===== src/rtl/a2d_rr_pkg.sv =====
// Shared types and constants for the round-robin A2D scheduler.
// Holds the FSM state type, slot index type, channel defaults and the SPI command builder.
package a2d_rr_pkg;

    typedef enum logic [1:0] {
        StIdle,
        StXmit1,
        StGap,
        StXmit2
    } state_e;

    typedef logic [1:0] slot_t;

    localparam int unsigned NumSlots     = 4;
    localparam int unsigned ResW         = 12;
    localparam int unsigned CmdW         = 16;
    localparam int unsigned CmdChnlShift = 11;

    localparam logic [2:0]  DefChLft   = 3'd0;
    localparam logic [2:0]  DefChRght  = 3'd4;
    localparam logic [2:0]  DefChSteer = 3'd5;
    localparam logic [2:0]  DefChBatt  = 3'd6;
    localparam int unsigned DefTmoCyc  = 1024;

    // ADC128S control word: channel address in [13:11], everything else zero.
    function automatic logic [CmdW-1:0] mk_cmd(input logic [2:0] chnl);
        return CmdW'(chnl) << CmdChnlShift;
    endfunction

endpackage


===== src/rtl/a2d_rr_sched_if.sv =====
// SPI-monarch side handshake of the A2D scheduler.
// The scheduler drives wrt/cmd (master); the SPI monarch returns done/rd_data (slave).
interface a2d_rr_sched_if;
    import a2d_rr_pkg::*;

    logic            wrt;
    logic [CmdW-1:0] cmd;
    logic            done;
    logic [CmdW-1:0] rd_data;

    modport master (
        output wrt,
        output cmd,
        input  done,
        input  rd_data
    );

    modport slave (
        input  wrt,
        input  cmd,
        output done,
        output rd_data
    );

endinterface


===== src/rtl/a2d_rr_sched.sv =====
// Round-robin A2D scheduler: each request runs a two-transaction SPI conversion on the
// current slot, stores the 12-bit result and advances the slot; a watchdog aborts stalls.
module a2d_rr_sched
    import a2d_rr_pkg::*;
#(
    parameter logic [2:0]  CH_LFT   = DefChLft,
    parameter logic [2:0]  CH_RGHT  = DefChRght,
    parameter logic [2:0]  CH_STEER = DefChSteer,
    parameter logic [2:0]  CH_BATT  = DefChBatt,
    parameter int unsigned TMO_CYC  = DefTmoCyc
) (
    input  logic              clk,
    input  logic              rst,
    input  logic              nxt,
    a2d_rr_sched_if.master    spi,
    output logic [ResW-1:0]   lft_ld,
    output logic [ResW-1:0]   rght_ld,
    output logic [ResW-1:0]   steer_pot,
    output logic [ResW-1:0]   batt,
    output logic              cnv_vld,
    output slot_t             rr_idx,
    output logic              busy,
    output logic              tmo_err
);

    localparam int unsigned     CntW   = (TMO_CYC > 2) ? $clog2(TMO_CYC) : 1;
    localparam logic [CntW-1:0] WdLast = CntW'(TMO_CYC - 1);

    state_e                       state_q, state_d;
    logic                         pending_q, pending_d;
    logic                         wrt_q, wrt_d;
    logic [CmdW-1:0]              cmd_q, cmd_d;
    logic                         cnv_vld_q, cnv_vld_d;
    logic                         busy_q, busy_d;
    logic                         tmo_err_q, tmo_err_d;
    slot_t                        rr_idx_q, rr_idx_d;
    logic [CntW-1:0]              wd_cnt_q, wd_cnt_d;
    logic [NumSlots-1:0][ResW-1:0] res_q, res_d;

    logic [NumSlots-1:0][2:0]     chnl_tbl;
    logic                         wd_tc;
    logic                         unused_rd_hi;

    assign chnl_tbl     = {CH_BATT, CH_STEER, CH_RGHT, CH_LFT};
    assign wd_tc        = (wd_cnt_q == WdLast);
    assign unused_rd_hi = ^spi.rd_data[CmdW-1:ResW];

    always_comb begin
        state_d   = state_q;
        pending_d = pending_q;
        wrt_d     = 1'b0;
        cmd_d     = cmd_q;
        cnv_vld_d = 1'b0;
        tmo_err_d = tmo_err_q;
        rr_idx_d  = rr_idx_q;
        wd_cnt_d  = wd_cnt_q;
        res_d     = res_q;

        // A request arriving mid-conversion is queued; a second one is simply lost.
        if (nxt && (state_q != StIdle)) begin
            pending_d = 1'b1;
        end

        unique case (state_q)
            StIdle: begin
                if (nxt || pending_q) begin
                    wrt_d     = 1'b1;
                    cmd_d     = mk_cmd(chnl_tbl[rr_idx_q]);
                    wd_cnt_d  = '0;
                    // Fresh request coinciding with a queued one: serve one, keep one queued.
                    pending_d = nxt && pending_q;
                    state_d   = StXmit1;
                end
            end

            StXmit1: begin
                if (spi.done) begin
                    state_d = StGap;
                end else if (wd_tc) begin
                    tmo_err_d = 1'b1;
                    rr_idx_d  = rr_idx_q + slot_t'(1);
                    state_d   = StIdle;
                end else begin
                    wd_cnt_d = wd_cnt_q + CntW'(1);
                end
            end

            StGap: begin
                wrt_d    = 1'b1;
                wd_cnt_d = '0;
                state_d  = StXmit2;
            end

            StXmit2: begin
                if (spi.done) begin
                    res_d[rr_idx_q] = spi.rd_data[ResW-1:0];
                    cnv_vld_d       = 1'b1;
                    rr_idx_d        = rr_idx_q + slot_t'(1);
                    state_d         = StIdle;
                end else if (wd_tc) begin
                    // Stalled read: skip this slot, keep the last good result.
                    tmo_err_d = 1'b1;
                    rr_idx_d  = rr_idx_q + slot_t'(1);
                    state_d   = StIdle;
                end else begin
                    wd_cnt_d = wd_cnt_q + CntW'(1);
                end
            end

            default: begin
                state_d = StIdle;
            end
        endcase

        // Stays high across the idle hop between a finished and a queued conversion.
        busy_d = (state_d != StIdle) || pending_d;
    end

    always_ff @(posedge clk or posedge rst) begin
        if (rst) begin
            state_q   <= StIdle;
            pending_q <= 1'b0;
            wrt_q     <= 1'b0;
            cmd_q     <= '0;
            cnv_vld_q <= 1'b0;
            busy_q    <= 1'b0;
            tmo_err_q <= 1'b0;
            rr_idx_q  <= '0;
            wd_cnt_q  <= '0;
            res_q     <= '0;
        end else begin
            state_q   <= state_d;
            pending_q <= pending_d;
            wrt_q     <= wrt_d;
            cmd_q     <= cmd_d;
            cnv_vld_q <= cnv_vld_d;
            busy_q    <= busy_d;
            tmo_err_q <= tmo_err_d;
            rr_idx_q  <= rr_idx_d;
            wd_cnt_q  <= wd_cnt_d;
            res_q     <= res_d;
        end
    end

    assign spi.wrt   = wrt_q;
    assign spi.cmd   = cmd_q;
    assign lft_ld    = res_q[0];
    assign rght_ld   = res_q[1];
    assign steer_pot = res_q[2];
    assign batt      = res_q[3];
    assign cnv_vld   = cnv_vld_q;
    assign rr_idx    = rr_idx_q;
    assign busy      = busy_q;
    assign tmo_err   = tmo_err_q;

endmodule


===== src/flat_wrapper.sv =====
// flat-port wrapper written by rule: the top's interface ports become plain ports
module a2d_rr_sched_flat import a2d_rr_pkg::*;
#(
    parameter logic [2:0]  CH_LFT   = DefChLft,
    parameter logic [2:0]  CH_RGHT  = DefChRght,
    parameter logic [2:0]  CH_STEER = DefChSteer,
    parameter logic [2:0]  CH_BATT  = DefChBatt,
    parameter int unsigned TMO_CYC  = DefTmoCyc
)
  (clk, rst, nxt, lft_ld, rght_ld, steer_pot, batt, cnv_vld, rr_idx, busy, tmo_err, spi_wrt, spi_cmd, spi_done, spi_rd_data);
  a2d_rr_sched_if spi_i ();
  input  logic clk;
  input  logic rst;
  input  logic nxt;
  output logic [ResW-1:0] lft_ld;
  output logic [ResW-1:0] rght_ld;
  output logic [ResW-1:0] steer_pot;
  output logic [ResW-1:0] batt;
  output logic cnv_vld;
  output slot_t rr_idx;
  output logic busy;
  output logic tmo_err;
  output wire logic [$bits(spi_i.wrt)-1:0] spi_wrt;
  output wire logic [$bits(spi_i.cmd)-1:0] spi_cmd;
  input wire logic [$bits(spi_i.done)-1:0] spi_done;
  input wire logic [$bits(spi_i.rd_data)-1:0] spi_rd_data;
  assign spi_wrt = spi_i.wrt;
  assign spi_cmd = spi_i.cmd;
  assign spi_i.done = spi_done;
  assign spi_i.rd_data = spi_rd_data;
  a2d_rr_sched #(.CH_LFT(CH_LFT), .CH_RGHT(CH_RGHT), .CH_STEER(CH_STEER), .CH_BATT(CH_BATT), .TMO_CYC(TMO_CYC)) u_core (.clk(clk), .rst(rst), .nxt(nxt), .spi(spi_i), .lft_ld(lft_ld), .rght_ld(rght_ld), .steer_pot(steer_pot), .batt(batt), .cnv_vld(cnv_vld), .rr_idx(rr_idx), .busy(busy), .tmo_err(tmo_err));
endmodule

===== config.mk =====
export PLATFORM = sky130hd
export DESIGN_NAME = a2d_rr_sched_flat
export DESIGN_NICKNAME = d
export VERILOG_FILES = /design/src/rtl/a2d_rr_pkg.sv /design/src/rtl/a2d_rr_sched_if.sv /design/src/rtl/a2d_rr_sched.sv /design/src/flat_wrapper.sv
export SDC_FILE = /design/constraint.sdc
export NUM_CORES = 1
export LEC_CHECK = 0
export CORE_MARGIN = 2
export CORE_UTILIZATION = 48
export CTS_BUF_LIST = sky130_fd_sc_hd__clkbuf_4 sky130_fd_sc_hd__clkbuf_8
export CTS_CLUSTER_DIAMETER = 80
export CTS_CLUSTER_SIZE = 16
export DETAILED_ROUTE_END_ITERATION = 12
export HOLD_SLACK_MARGIN = 0.12
export PLACE_DENSITY = 0.82
export REMOVE_ABC_BUFFERS = 1
export SLEW_MARGIN = 20
export SYNTH_ARGS = -nofsm -noshare
export SYNTH_HDL_FRONTEND = slang
export SYNTH_SLANG_ARGS = --single-unit

===== constraint.sdc =====
create_clock -name clk -period 2.65 [get_ports clk]
set_input_delay 0.265 -clock clk [delete_from_list [all_inputs] [get_ports clk]]
set_output_delay 0.265 -clock clk [all_outputs]
set_load 0.005 [all_outputs]

# Word level (Yosys, flattened, before mapping)
# Cells that the tools add are included.
[classes] n_addsub=2 n_lt_le_gt_ge=2 n_eq_ne=8 muxes=25 bitwise=1 n_reduce_logical=15
[ops] cell="48-bit bitwise mux" n=1
[ops] cell="10-bit 2-to-1 mux" n=3
[ops] cell="10-bit case mux with 3 select lines" n=1
[ops] cell="12-bit demux with 2-bit select" n=1
[ops] cell="2-bit 2-to-1 mux" n=7
[ops] cell="12-bit 2-to-1 mux" n=1
[ops] cell="10-bit by 1-bit adder with 10-bit output, second input constant" n=1
[ops] cell="10-bit equality test, second input constant" n=1
[ops] cell="2-bit case mux with 4 select lines" n=1
[ops] cell="3-bit binary-select mux with 2-bit select" n=1
[ops] cell="1-bit 2-to-1 mux" n=6
[ops] cell="2-bit inequality test, second input constant" n=3
[ops] cell="2-bit AND reduction" n=3
[ops] cell="3-bit AND reduction" n=2
[ops] cell="2-bit nonzero test" n=3
[ops] cell="2-bit equality test, second input constant" n=2
[ops] cell="2-bit case mux with 2 select lines" n=1
[ops] cell="1-bit logical AND" n=3
[ops] cell="2-bit by 3-bit less-than comparator with 1-bit output, second input constant" n=1
[ops] cell="3-bit 2-to-1 mux" n=1
[ops] cell="2-bit by 1-bit adder with 2-bit output, second input constant" n=1
[ops] cell="2-bit by 1-bit equality test with 1-bit output, second input constant" n=1
[ops] cell="2-bit by 1-bit greater-or-equal comparator with 1-bit output, second input constant" n=1
[ops] cell="2-bit logical NOT" n=1
[ops] cell="5 further kinds" n=6
[totals] ff_bits=70 inputBits=20 output_inout_bits=70 word_cells=66

# Logic depth before layout (Yosys ltp)
# Gate-level depths: netlist (run 1).
[logic_depth] word_depth=6 ltp_mapped=5 depth_no_buf=5

# Least setup slack after synthesis (run 1)
# No wires, ideal clock.
[synth_path] path_kind="register to register" start="register u_core.wd_cnt_q[0]" end="register u_core.busy_q (netlist: u_core.busy)" setup_time_ns=0.131 arrival_ns=1.442 required_ns=2.519 slack_ns=1.077 path_stages_with_launch=6 n_path_buf=0 synth_period_minus_slack_ns=1.573 cell_sequence="dfrtp_1 > ha_1 > nand3_4 > o31ai_4 > nand2_2 > or3_1"
[synth_via] elab_chain_cells=6 word_cells_on_any_way=7 classes_between="eq/ne (1); mux (4); reduce/logical (2)"
[synth_lines] element="start, declared" line_no="a2d_rr_sched.sv:37" rtl="logic [CntW-1:0] wd_cnt_q, wd_cnt_d;"
[synth_lines] element="start signal, assigned" line_no="a2d_rr_sched.sv:140" rtl="wd_cnt_q <= wd_cnt_d;"
[synth_lines] element="10-bit equality test (*)" line_no="a2d_rr_sched.sv:45" rtl="assign wd_tc = (wd_cnt_q == WdLast);"
[synth_lines] element="2-bit 2-to-1 mux (*)" line_no="a2d_rr_sched.sv:79, a2d_rr_sched.sv:100"
[synth_lines] element="2-bit 2-to-1 mux, on equally long branches" line_no="a2d_rr_sched.sv:95, a2d_rr_sched.sv:77"
[synth_lines] element="2-bit case mux with 4 select lines (*)" line_no="a2d_rr_sched.sv:64" rtl="unique case (state_q)"
[synth_lines] element="via u_core.state_d[0]" line_no="a2d_rr_sched.sv:29" rtl="state_e state_q, state_d;"
[synth_lines] element="2-bit nonzero test (*)" line_no="a2d_rr_sched.sv:116" rtl="busy_d = (state_d != StIdle) || pending_d;"
[synth_lines] element="1-bit logical OR (*)" line_no="a2d_rr_sched.sv:116"
[synth_lines] element="via u_core.busy_d" line_no="a2d_rr_sched.sv:34" rtl="logic busy_q, busy_d;"
[synth_lines] element="end signal, assigned" line_no="a2d_rr_sched.sv:137" rtl="busy_q <= busy_d;"
[synth_lines] element="end, declared" line_no="a2d_rr_sched.sv:34"
# Mark *: on every way through the listed nets, which the timed path passes. The rest lies on a longest branch.
# A chain may end at the register's enable or synchronous reset.

# Worst setup path in the final report (run 1)
# Ends and elaborated chain as after synthesis.

==> results of run 1 <==
[cell usage after synthesis (all sizes together)]
cell,n
o21bai,2
clkbuf,1
conb,1
or2,1
a21o,1
o311ai,2
nor3,7
and3,2
o311a,2
mux2,51
and2b,1
nand3,5
xnor2,1
inv,6
nand4,3
dfrtp,70
o31ai,2
o21ai,5
nor2,4
xor2,1
ha,5
nor3b,1
buf,18
nand2,11
a31oi,2
o41ai,2
or3,1
a21oi,5
and2,1
and4b,1
[registers in the layout (all words and copies together) (netlist names)]
register          flops
u_core.batt          12
u_core.busy           1
u_core.cnv_vld        1
u_core.lft_ld        12
u_core.pending_q      1
u_core.rght_ld       12
u_core.rr_idx         2
u_core.spi.cmd        3
u_core.spi.wrt        1
u_core.state_q        2
u_core.steer_pot     12
u_core.tmo_err        1
u_core.wd_cnt_q      10
[path summary, 6_finish.rpt]
kind | from | end | slack [ns] | cells after the start
min in group clk | u_core.tmo_err | u_core.tmo_err | 0.47 | 1
max in group asynchronous | rst | u_core.rght_ld[2] | 1.68 | 3
hold reg to reg | u_core.tmo_err | u_core.tmo_err | 0.47 | 1
hold / removal | rst | u_core.lft_ld[11] | 0.33 | 2
setup reg to reg | u_core.wd_cnt_q[0] | u_core.busy | 0.83 | 5
setup / recovery | u_core.wd_cnt_q[0] | u_core.busy | 0.83 | 5
[power by group]
part	switching [mW]	total, mW	internal, mW
logic	0.552	1.65	1.10
registers	0.252	1.76	1.51
clock network	0.381	0.838	0.456
[kinds of logic after synthesis]
group | Yosys count | synth area share, %
other | 1 | 0.1272
muxes | 51 | 19.47
and+or+nand+nor | 38 | 7.468
adders and majority gates | 5 | 2.121
buffers and inverters | 25 | 5.091
xor gates and xnor gates | 2 | 0.5941
AOI/OAI and AO/OA | 23 | 5.728
DFF | 70 | 59.40
[metal layers]
metal  track usage, %  wire length, µm  up-vias
li1                 -                -      892
met4            11.00              165        0
met3            3.370              258       13
met5                0                0        -
met1            25.41             2585      980
met2            28.23             2904       67
[final cells by class]
class	count	share of cell area (%)
flip-flops and latches	70	44.91
clock inverters	6	1.572
repair buffers	73	18.99
inverters	6	0.5775
multi-input cells	132	28.01
well taps	75	2.406
clock buffers	10	3.529
[metrics by stage]
| stage | total power [mW] | instances | area (µm²) | worst slack, ns |
|---|---|---|---|---|
| after detailed placement | 3.456 | 356 | 3701 | 0.4783 |
| after global placement | 3.379 | 356 | 3701 | 0.5328 |
| after global routing | 4.533 | 372 | 3900 | 0.7089 |
| after floorplan | 2.419 | 208 | 2867 | 0.6168 |
| final | 4.249 | 372 | 3900 | 0.8320 |
| after CTS | 4.310 | 372 | 3900 | 0.8183 |
[critical path, stage by stage (launching register included)]
cell and delay, ns:
sky130_fd_sc_hd__dfrtp_1 0.39, sky130_fd_sc_hd__ha_1 0.27, sky130_fd_sc_hd__nand3_4 0.15, sky130_fd_sc_hd__nor3b_2 0.38, sky130_fd_sc_hd__a21oi_1 0.15, sky130_fd_sc_hd__or3_1 0.37
==> summary.md, run 1 <==
The worst hold margin is 0.3323 ns. At the end of the flow, the number of nets in the layout was 317. After synthesis, the mean cell area works out to 13.72 µm². Synthesis instantiated 35 different standard cells from the library.

Number of sinks driven by the clock tree: 70. The number of antenna diodes in the final layout is 0. The sequential share of the synthesized area is 59.40%. In this run, the number of DRC markers left after iteration 0 of detailed routing was 137. Of the available clock period, the critical path in the final layout requires 68.60%.

The first-pass iteration count of the detailed router was 4; the leftover overflow at the end of global routing was 0. Sorting the synthesized cells by area gives the leading types as sky130_fd_sc_hd__dfrtp_1, sky130_fd_sc_hd__mux2_2, sky130_fd_sc_hd__buf_4. The final weighted congestion in routability-driven placement is 0.8322, and the max-slew headroom at the worst pin is 55.03%. The power per cell area was 1089 nW/µm²; the effective utilization at floorplan was 49.81%.

VDD sags by at most 0.5355 mV. In this run the worst hold path is classified as in -> async. Clock-pin slew was measured on the worst setup and hold paths at 0.07 ns.

The clock buffer count from CTS came out at 9. At the end of the flow the core is filled with cells to 65.87%. Counting the fill cells in the layout gives 455.

STA classifies the critical path startpoint as a flop. After synthesis the netlist holds a flip-flop and latch count of 70. The first-pass GRT wire length was 9252 µm; the final critical-path required period was 1.818 ns.

The flow ran to the end, and the final reports show no timing, DRC or antenna violations. The cell taking the most area after synthesis is sky130_fd_sc_hd__dfrtp_1. The max-cap check violation count is 0. The via count of the first global-routing pass was 1886.

The critical path class was reg -> reg. For this run, the number of Yosys warnings is 0. The number of antenna violations at the first check in global routing came out at 0.

The worst-case clock buffer depth was 2. In the routed design, unresolved DRC markers number 0. In this run the static leakage power is 1.705 nW. The run gives 4213 µm as the sum of net half-perimeters after detailed placement. Setup repair after global routing left no endpoint under its margin.

The count of nets left with antenna violations once routing finished came out at 0. After detailed routing, the number of vias per cell comes to 5.247. The tools report the setup skew after layout as 0.004884 ns. From synthesis to final layout, the design area changed by 32.24%. The area occupied by registers was 1752 µm²; the number of buffers added to fix hold violations after cts was 0. The tree is rooted in a sky130_fd_sc_hd__clkbuf_8. The number of setup buffers added after CTS is 0.

The average wire per standard cell is 15.90 µm, and the number of levels in the clock H-tree is 3. Clock latency on the worst-skew pair, taken at its later pin, is 0.33 ns. Row generation in the floorplan step produced 28 rows. The hold violation count in the final report is 0, and the critical-path maximum fanout is 5. Counting every instance in the synthesized netlist gives 215. Pin placement for this block handled 90 I/O pins. STA classifies the critical path endpoint as a flop.

The synthesized design devotes to its leading area cell type 59.40% of total area. The tools report the area enclosed by the die boundary as 6787 µm². The count of vias placed by the detailed router was 1952; the post-route setup TNS was 0 ns.

For the area used by multi-input combinational logic, the log shows 1092 µm². Cells with a size suffix above 1 make up 25.93% of the layout. The height of the die was 82.39 µm. The number of buffers inserted by port buffering was 72; the data arrival time of the critical path was 2.03 ns. The top cell types in the final layout, fill and taps aside, are sky130_fd_sc_hd__clkdlybuf4s50_1, sky130_fd_sc_hd__dfrtp_1, sky130_fd_sc_hd__mux2_2, sky130_fd_sc_hd__conb_1. Derived from the worst setup path, the maximum achievable clock frequency is 550.1 MHz.

The horizontal die dimension came out at 82.39 µm. The library cell used most frequently in the layout, excluding fill and tap cells, is sky130_fd_sc_hd__clkdlybuf4s50_1. The tools report the data required time of the critical path as 2.86 ns.

At the pin with the least slew margin, the transition time is 0.6730 ns. The count of final setup violators was 0. TritonCTS built the clock tree. The final max-slew violation count was 0; the wire length after detailed routing was 5914 µm.

The tools report the standard cell core area as 5921 µm². The tools report the largest net degree at the start of global routing as 43. The cell area that synthesis handed to floorplanning was 2949 µm². After clock tree synthesis, the repair step resized 0 gates. The total routing usage reported by global routing came out at 18.75%.
No activity file was read; power rests on OpenSTA's default activity.
==> run 2: changes to the inputs <==
Settings changed: CORE_UTILIZATION 48 to 44, PLACE_DENSITY 0.82 to 0.79.
Clock period 2.65 ns to 1.45 ns, I/O delays scaled along.
==> summary.md, run 2 (synthesis gave the netlist of run 1 again) <==
The number of standard cells in the final layout excluding fillers is 414. Total routing usage reported by global routing: 19.31%. In the final layout, the share of cells above drive strength 1 is 39.76%. The top cell types in the final layout, fill and taps aside, are sky130_fd_sc_hd__clkdlybuf4s50_1, sky130_fd_sc_hd__dfrtp_1, sky130_fd_sc_hd__mux2_2, sky130_fd_sc_hd__buf_4, sky130_fd_sc_hd__conb_1. Summed over all nets, the half-perimeter wirelength after detailed placement is 4641 µm. Including well taps, the total number of placed cells is 389. The path category of the worst min-delay check is in -> reg. At the end of routability-driven placement, the weighted congestion stood at 0.8038. The worst-case IR drop observed on VDD is 1.168 mV. The logs give 100 for the violation count after the first detailed-routing iteration and 70 for the number of sinks driven by the clock tree.

The tools report the max-cap check violation count as 0. The worst setup path is captured at a flop. Number of core rows: 29. Setup repair after global routing could not meet its margin everywhere. Together, buffers and inverters on the worst path number 0. The number of buffers inserted by port buffering was 72; the via count of the first global-routing pass was 2117. The flow ran to the end, but the final reports show violations. For the largest net degree at the start of global routing, the log shows 37. The data arrival time of the critical path was 1.78 ns. TritonCTS built the clock tree. The smallest clock period supported by the final layout is computed as 1.550 ns.

After floorplanning, the core was sized to cover 6422 µm². For this run, the post-layout net count is 358. The clock transition time at the flip-flop clock pins of the worst setup and hold paths came out at 0.08 ns.

The internal portion of the total power is 6.315 mW. The H-tree was split into 3 levels. The count of final setup violators was 6. The final max-slew violation count was 0. The cell sitting at the root of the clock tree is a sky130_fd_sc_hd__clkbuf_8. The wire length after detailed routing came out at 7089 µm. Switching part of the total power: 27.93%. The critical path goes through nand4_1, o31ai_4, nand2_2, or3_1. Count of antenna diodes in the layout: 0.

Power spread over the standard cell area amounts to 1965 nW/µm². The critical-path maximum fanout is 3, and the maximum frequency from static timing analysis is 645.1 MHz. The analysis attributes to cell leakage a power of 2.000 nW. The slowest library cell on the worst path was sky130_fd_sc_hd__o31ai_4. The tools report the worst setup margin as -0.1002 ns. Timing analysis after detailed placement gives a worst setup slack of -0.2266 ns. The family of cells with the greatest summed delay on the critical path was simple AND/OR/NAND/NOR gates.

In the routed layout, each cell is associated on average with a via count of 5.116. The clock network is responsible for 21.3% of the overall power. The tools report the data required time of the critical path as 1.68 ns. The initial utilization of the core area, before any placement, comes to 45.92%. In this run the most critical hold path is launched from spi_rd_data[5]. Final standard cell utilization of the core: 69.43%. For this run, design rule violations remaining after detail routing come to 6. The tools report the leftover overflow at the end of global routing as 0. The die covers 7374 µm². The final worst-path cycle share works out to 106.9%. The run gives 0 as the hold violation count in the final report.

Horizontal die dimension: 85.87 µm. The largest single stage delay on the critical path is 0.41 ns. The setup skew after layout is 0.006442 ns, and the average wire per standard cell is 17.12 µm.

The tools report the first-pass iteration count of the detailed router as 8. The library cell used most frequently in the layout, excluding fill and tap cells, is sky130_fd_sc_hd__clkdlybuf4s50_1. Signed area change from the synthesized netlist to the final layout: 51.21%.

By startpoint and endpoint, the worst setup path is classified as reg -> reg. The tools report the launch point of the worst reg-to-reg path as u_core.wd_cnt_q[6]. The most critical setup path has its startpoint at u_core.wd_cnt_q[6]. Category of the worst setup path launch point: a flop.

The share of power burned in registers was 36.9%; the height of the die was 85.87 µm. The total I/O pin count is 90. The clock reaches the later pin of the worst-skew pair after 0.35 ns. Combinational cells account for 41.7% of the total power. The number of nets with antenna violations after routing was 0; the net switching component of the power was 2.447 mW.

TritonCTS created 9 clock buffers. The first global-routing pass estimated 10850 µm of wire. The run gives 0 as the number of antenna violations at the first check in global routing. The checks that failed: design-rule violations, negative setup slack. The minimum setup slack among reg-to-reg paths came out at -0.10 ns.

Across all hold checks on the routed design, the worst slack comes to 0.4951 ns. For this block, the via count after detailed routing is 2118. Worst-case clock buffer depth: 2.
run 2: cell count changes in the layout (fill, tap and decap cells not counted), moves of 4 or more:
| cell | delta |
|---|---|
| sky130_fd_sc_hd__nand2_1 | -5 |
| sky130_fd_sc_hd__buf_6 | +5 |
| sky130_fd_sc_hd__ha_1 | -5 |
| sky130_fd_sc_hd__buf_4 | +29 |
| sky130_fd_sc_hd__buf_12 | +4 |
| sky130_fd_sc_hd__nand2_2 | +4 |
run 2: timing repair:
| action | 4_1_cts | 5_1_grt |
|---|---|---|
| endpoints found under the setup margin | 49 | 53 |
| gates resized for setup | 18 | 19 |
| buffers inserted | 6 | 1 |
| pin swaps | 9 | 3 |
| gates cloned | 0 | 2 |
| hold endpoints to repair | 11 | 0 |
| hold buffers | 1 | 0 |
run 2: area by class of cell:
cell class | instances | area (µm²)
Clock buffer | 9 | 123.9
Inverter | 6 | 22.52
Timing Repair Buffer | 114 | 1154
Fill cell | 435 | 1963
Sequential cell | 70 | 1753
Multi-Input combinational cell | 132 | 1199
Tap cell | 77 | 96.34
Clock inverter | 6 | 111.4
run 2: power groups by stage:
stage	combinational, mW	clock [mW]	sequential, mW
4_1_cts	3.48	1.89	3.21
3_3_place_gp	3.21	0	3.22
2_1_floorplan	1.15	0	3.27
6_report	3.66	1.87	3.24
3_5_place_dp	3.30	0	3.25
5_1_grt	3.90	2.00	3.32
run 2: worst paths after layout:
path | end | depth (start not counted)
hold / removal | u_core.lft_ld[5] | 2
setup reg to reg | u_core.busy | 4
hold reg to reg | u_core.tmo_err | 1
min in group asynchronous | u_core.batt[2] | 3
max in group asynchronous | u_core.steer_pot[1] | 4
setup / recovery | u_core.busy | 4
run 2: worst reg2reg max path, stage by stage (launching register included):
cell	delay, ns
sky130_fd_sc_hd__dfrtp_1	0.36
sky130_fd_sc_hd__nand4_1	0.28
sky130_fd_sc_hd__o31ai_4	0.41
sky130_fd_sc_hd__nand2_2	0.08
sky130_fd_sc_hd__or3_1	0.31
run 2: metal layers:
metal  vias to the layer above  GRT usage, %  routed length [µm]
li1                        975             -                   -
met5                         -             0                   0
met2                        62         31.85                3560
met1                      1068         24.67                3089
met4                         0         7.215                 120
met3                        13         4.812                 318
run 2: through the flow:
step / setup TNS [ns] / instance area [µm²] / total power, mW
2_1_floorplan: -32.93 / 2867 / 4.420
3_3_place_gp: -8.129 / 3986 / 6.427
3_5_place_dp: -8.981 / 3986 / 6.553
4_1_cts: -0.1412 / 4325 / 8.581
5_1_grt: -1.051 / 4459 / 9.233
6_report: -0.2527 / 4459 / 8.761
==> run 3: changes to the inputs <==
Settings changed: MAX_ROUTING_LAYER from default to met4.
==> summary.md, run 3 (synthesis gave the netlist of run 1 again) <==
The run finished, with violations left. The final reports fail on design-rule violations, negative setup slack. Max-cap violations in this run came to 0. Traced cell by cell, the critical path runs through nand4_1, o31ai_4, nand2_2, or3_1. TritonCTS built the clock tree. No sink is reached through more buffers than the 2 on the longest clock path.

Dividing the detail-routed wire length by the instance count gives 17.19 µm. The clock transition time at the flip-flop clock pins of the worst setup and hold paths came out at 0.08 ns. The critical path class was reg -> reg. The run gives 2.000 nW as the total leakage power.

Setup repair after global routing could not meet its margin everywhere. The clock latency reported for the late side of the worst-skew pair is 0.35 ns, and the final routed DRC violation total is 6. The endpoint of the worst hold path is u_core.lft_ld[5].

The floorplan step defined a die boundary enclosing 7374 µm². The cell area after placement was 3986 µm²; the placed instance count was 389. Via count of the first global-routing pass: 2110.

The power per cell area came out at 1966 nW/µm². The finished layout holds 414 standard cells, fillers aside. Wire length after detailed routing: 7116 µm. Broken down by cell family, the worst path's largest delay share belongs to simple AND/OR/NAND/NOR gates.

The core region is 6422 µm². For the final max-slew violation count, the log shows 0. The effective utilization at floorplan was 45.92%; the count of vias placed by the detailed router was 2127. For the final database, setup skew stands at 0.009046 ns.

At the placement stage, the worst setup path has a slack of -0.2266 ns. Setup violations remaining at the end of the flow were counted as 6. The cell area after layout is 4459 µm², and the data arrival time of the critical path is 1.77 ns. In this run the critical register-to-register path is captured at u_core.busy. The worst path needs 1.542 ns of the cycle, external delays included. In this run the worst path has a maximum fanout of 3. The layout has 435 filler cells.

The clock drives 70 sinks. The startpoint identified for the worst register-to-register timing path is u_core.wd_cnt_q[6]. The startpoint identified for the worst hold timing path is spi_rd_data[5]. The tools report the violation count after the first detailed-routing iteration as 82. The total routing usage reported by global routing came out at 20.00%. Derived from the worst setup path, the maximum achievable clock frequency is 648.6 MHz. The worst setup path is launched from a flop.

The worst hold path was traced through 2 stages. The first detailed-routing pass ran for 8 iterations. For the total number of nets in the final design, the log shows 358. The longest individual stage delay on the worst path was 0.40 ns. In the final layout, the share of cells above drive strength 1 is 39.76%. The number of nets with antenna violations after routing came out at 0.

The path category of the worst min-delay check was in -> reg. Cell at the root of the clock tree: sky130_fd_sc_hd__clkbuf_8. The clock buffer count from CTS was 9; the height of the die was 85.87 µm. The horizontal die dimension came out at 85.87 µm.

The final worst-path cycle share was 106.3%; the hold violation count in the final report was 0. Data required time of the critical path: 1.68 ns. The logs give 90 for the total I/O pin count and 29 for the number of core rows. Endpoint type of the worst setup path: a flop. The depth of the worst register-to-register path was 4; the number of antenna violations at the first check in global routing was 0. Routed via count divided by cell count: 5.138. Largest vdd supply drop: 1.174 mV. The worst setup margin was -0.09187 ns; the final weighted congestion in routability-driven placement was 0.8155. Summed over all failing endpoints, the final setup total negative slack is -0.2420 ns.

Across all hold checks on the routed design, the worst slack comes to 0.4965 ns. Compared with the post-synthesis result, the final layout area differs by 51.21%. For flop-to-flop paths, the worst setup slack is -0.09 ns. The clock tree synthesis step divided the H-tree into 3 levels.

The top cell types in the final layout, fill and taps aside, are sky130_fd_sc_hd__clkdlybuf4s50_1, sky130_fd_sc_hd__dfrtp_1, sky130_fd_sc_hd__mux2_2, sky130_fd_sc_hd__buf_4, sky130_fd_sc_hd__conb_1. The count of buffers added on input and output ports is 72. The first global-routing pass estimated 10890 µm of wire. The buffer and inverter count on the worst path was 0.

Entering global routing, the biggest net connects 37 pins. The count of antenna diodes in the layout was 0. Slowest library cell on the worst path: sky130_fd_sc_hd__o31ai_4. Most common library cell in the layout ignoring fill and taps: sky130_fd_sc_hd__clkdlybuf4s50_1. Summed over all nets, the half-perimeter wirelength after detailed placement is 4641 µm.

For this run the aggregate overflow at the end of global routing stands at 0.
[run 3: where the power goes]
part,total (mW),switching [mW],internal [mW]
registers,3.24,0.476,2.76
clock network,1.88,0.743,1.13
logic,3.66,1.24,2.42
[run 3: stage by stage]
| stage | utilization [%] | total power, mW |
|---|---|---|
| 4_1_cts | 67.35 | 8.581 |
| 2_1_floorplan | - | 4.420 |
| 6_report | 69.43 | 8.769 |
| 3_5_place_dp | 62.07 | 6.553 |
| 3_3_place_gp | 62.07 | 6.427 |
| 5_1_grt | 69.43 | 9.234 |
[run 3: area by class of cell]
type / count / area (µm²) / area share, %
flip-flops and latches: 70 / 1753 / 39.31
multi-input cells: 132 / 1199 / 26.88
clock buffers: 9 / 123.9 / 2.778
inverters: 6 / 22.52 / 0.5051
repair buffers: 114 / 1154 / 25.87
well taps: 77 / 96.34 / 2.160
clock inverters: 6 / 111.4 / 2.497
[run 3: routing by layer]
| metal | GRT usage (%) | part of all wire [%] | up-vias |
|---|---|---|---|
| met5 | - | 0 | - |
| met4 | 6.349 | 1.6 | 0 |
| met3 | 5.486 | 4.6 | 10 |
| met2 | 31.85 | 51 | 67 |
| met1 | 24.92 | 43 | 1073 |
| li1 | - | - | 977 |
[run 3: worst max-delay path by stage]
stage	startpoint	to	slack (ns)	cells after the start
after floorplan	rst	u_core.batt[0]	-0.46	1
after CTS	u_core.wd_cnt_q[1]	u_core.busy	-0.06	5
final	u_core.wd_cnt_q[6]	u_core.busy	-0.09	4
after global routing	u_core.wd_cnt_q[1]	u_core.busy	-0.13	5
after global placement	spi_done	u_core.wd_cnt_q[7]	-0.18	5
after detailed placement	spi_done	u_core.wd_cnt_q[9]	-0.23	5
[run 3: timing repair]
| item | 4_1_cts | 5_1_grt |
|---|---|---|
| gates cloned | 0 | 2 |
| hold buffers | 1 | 0 |
| gates resized for setup | 18 | 19 |
| pin swaps | 9 | 3 |
| endpoints found under the hold margin | 11 | 0 |
| endpoints found under the setup margin | 49 | 53 |
| setup buffers | 6 | 1 |
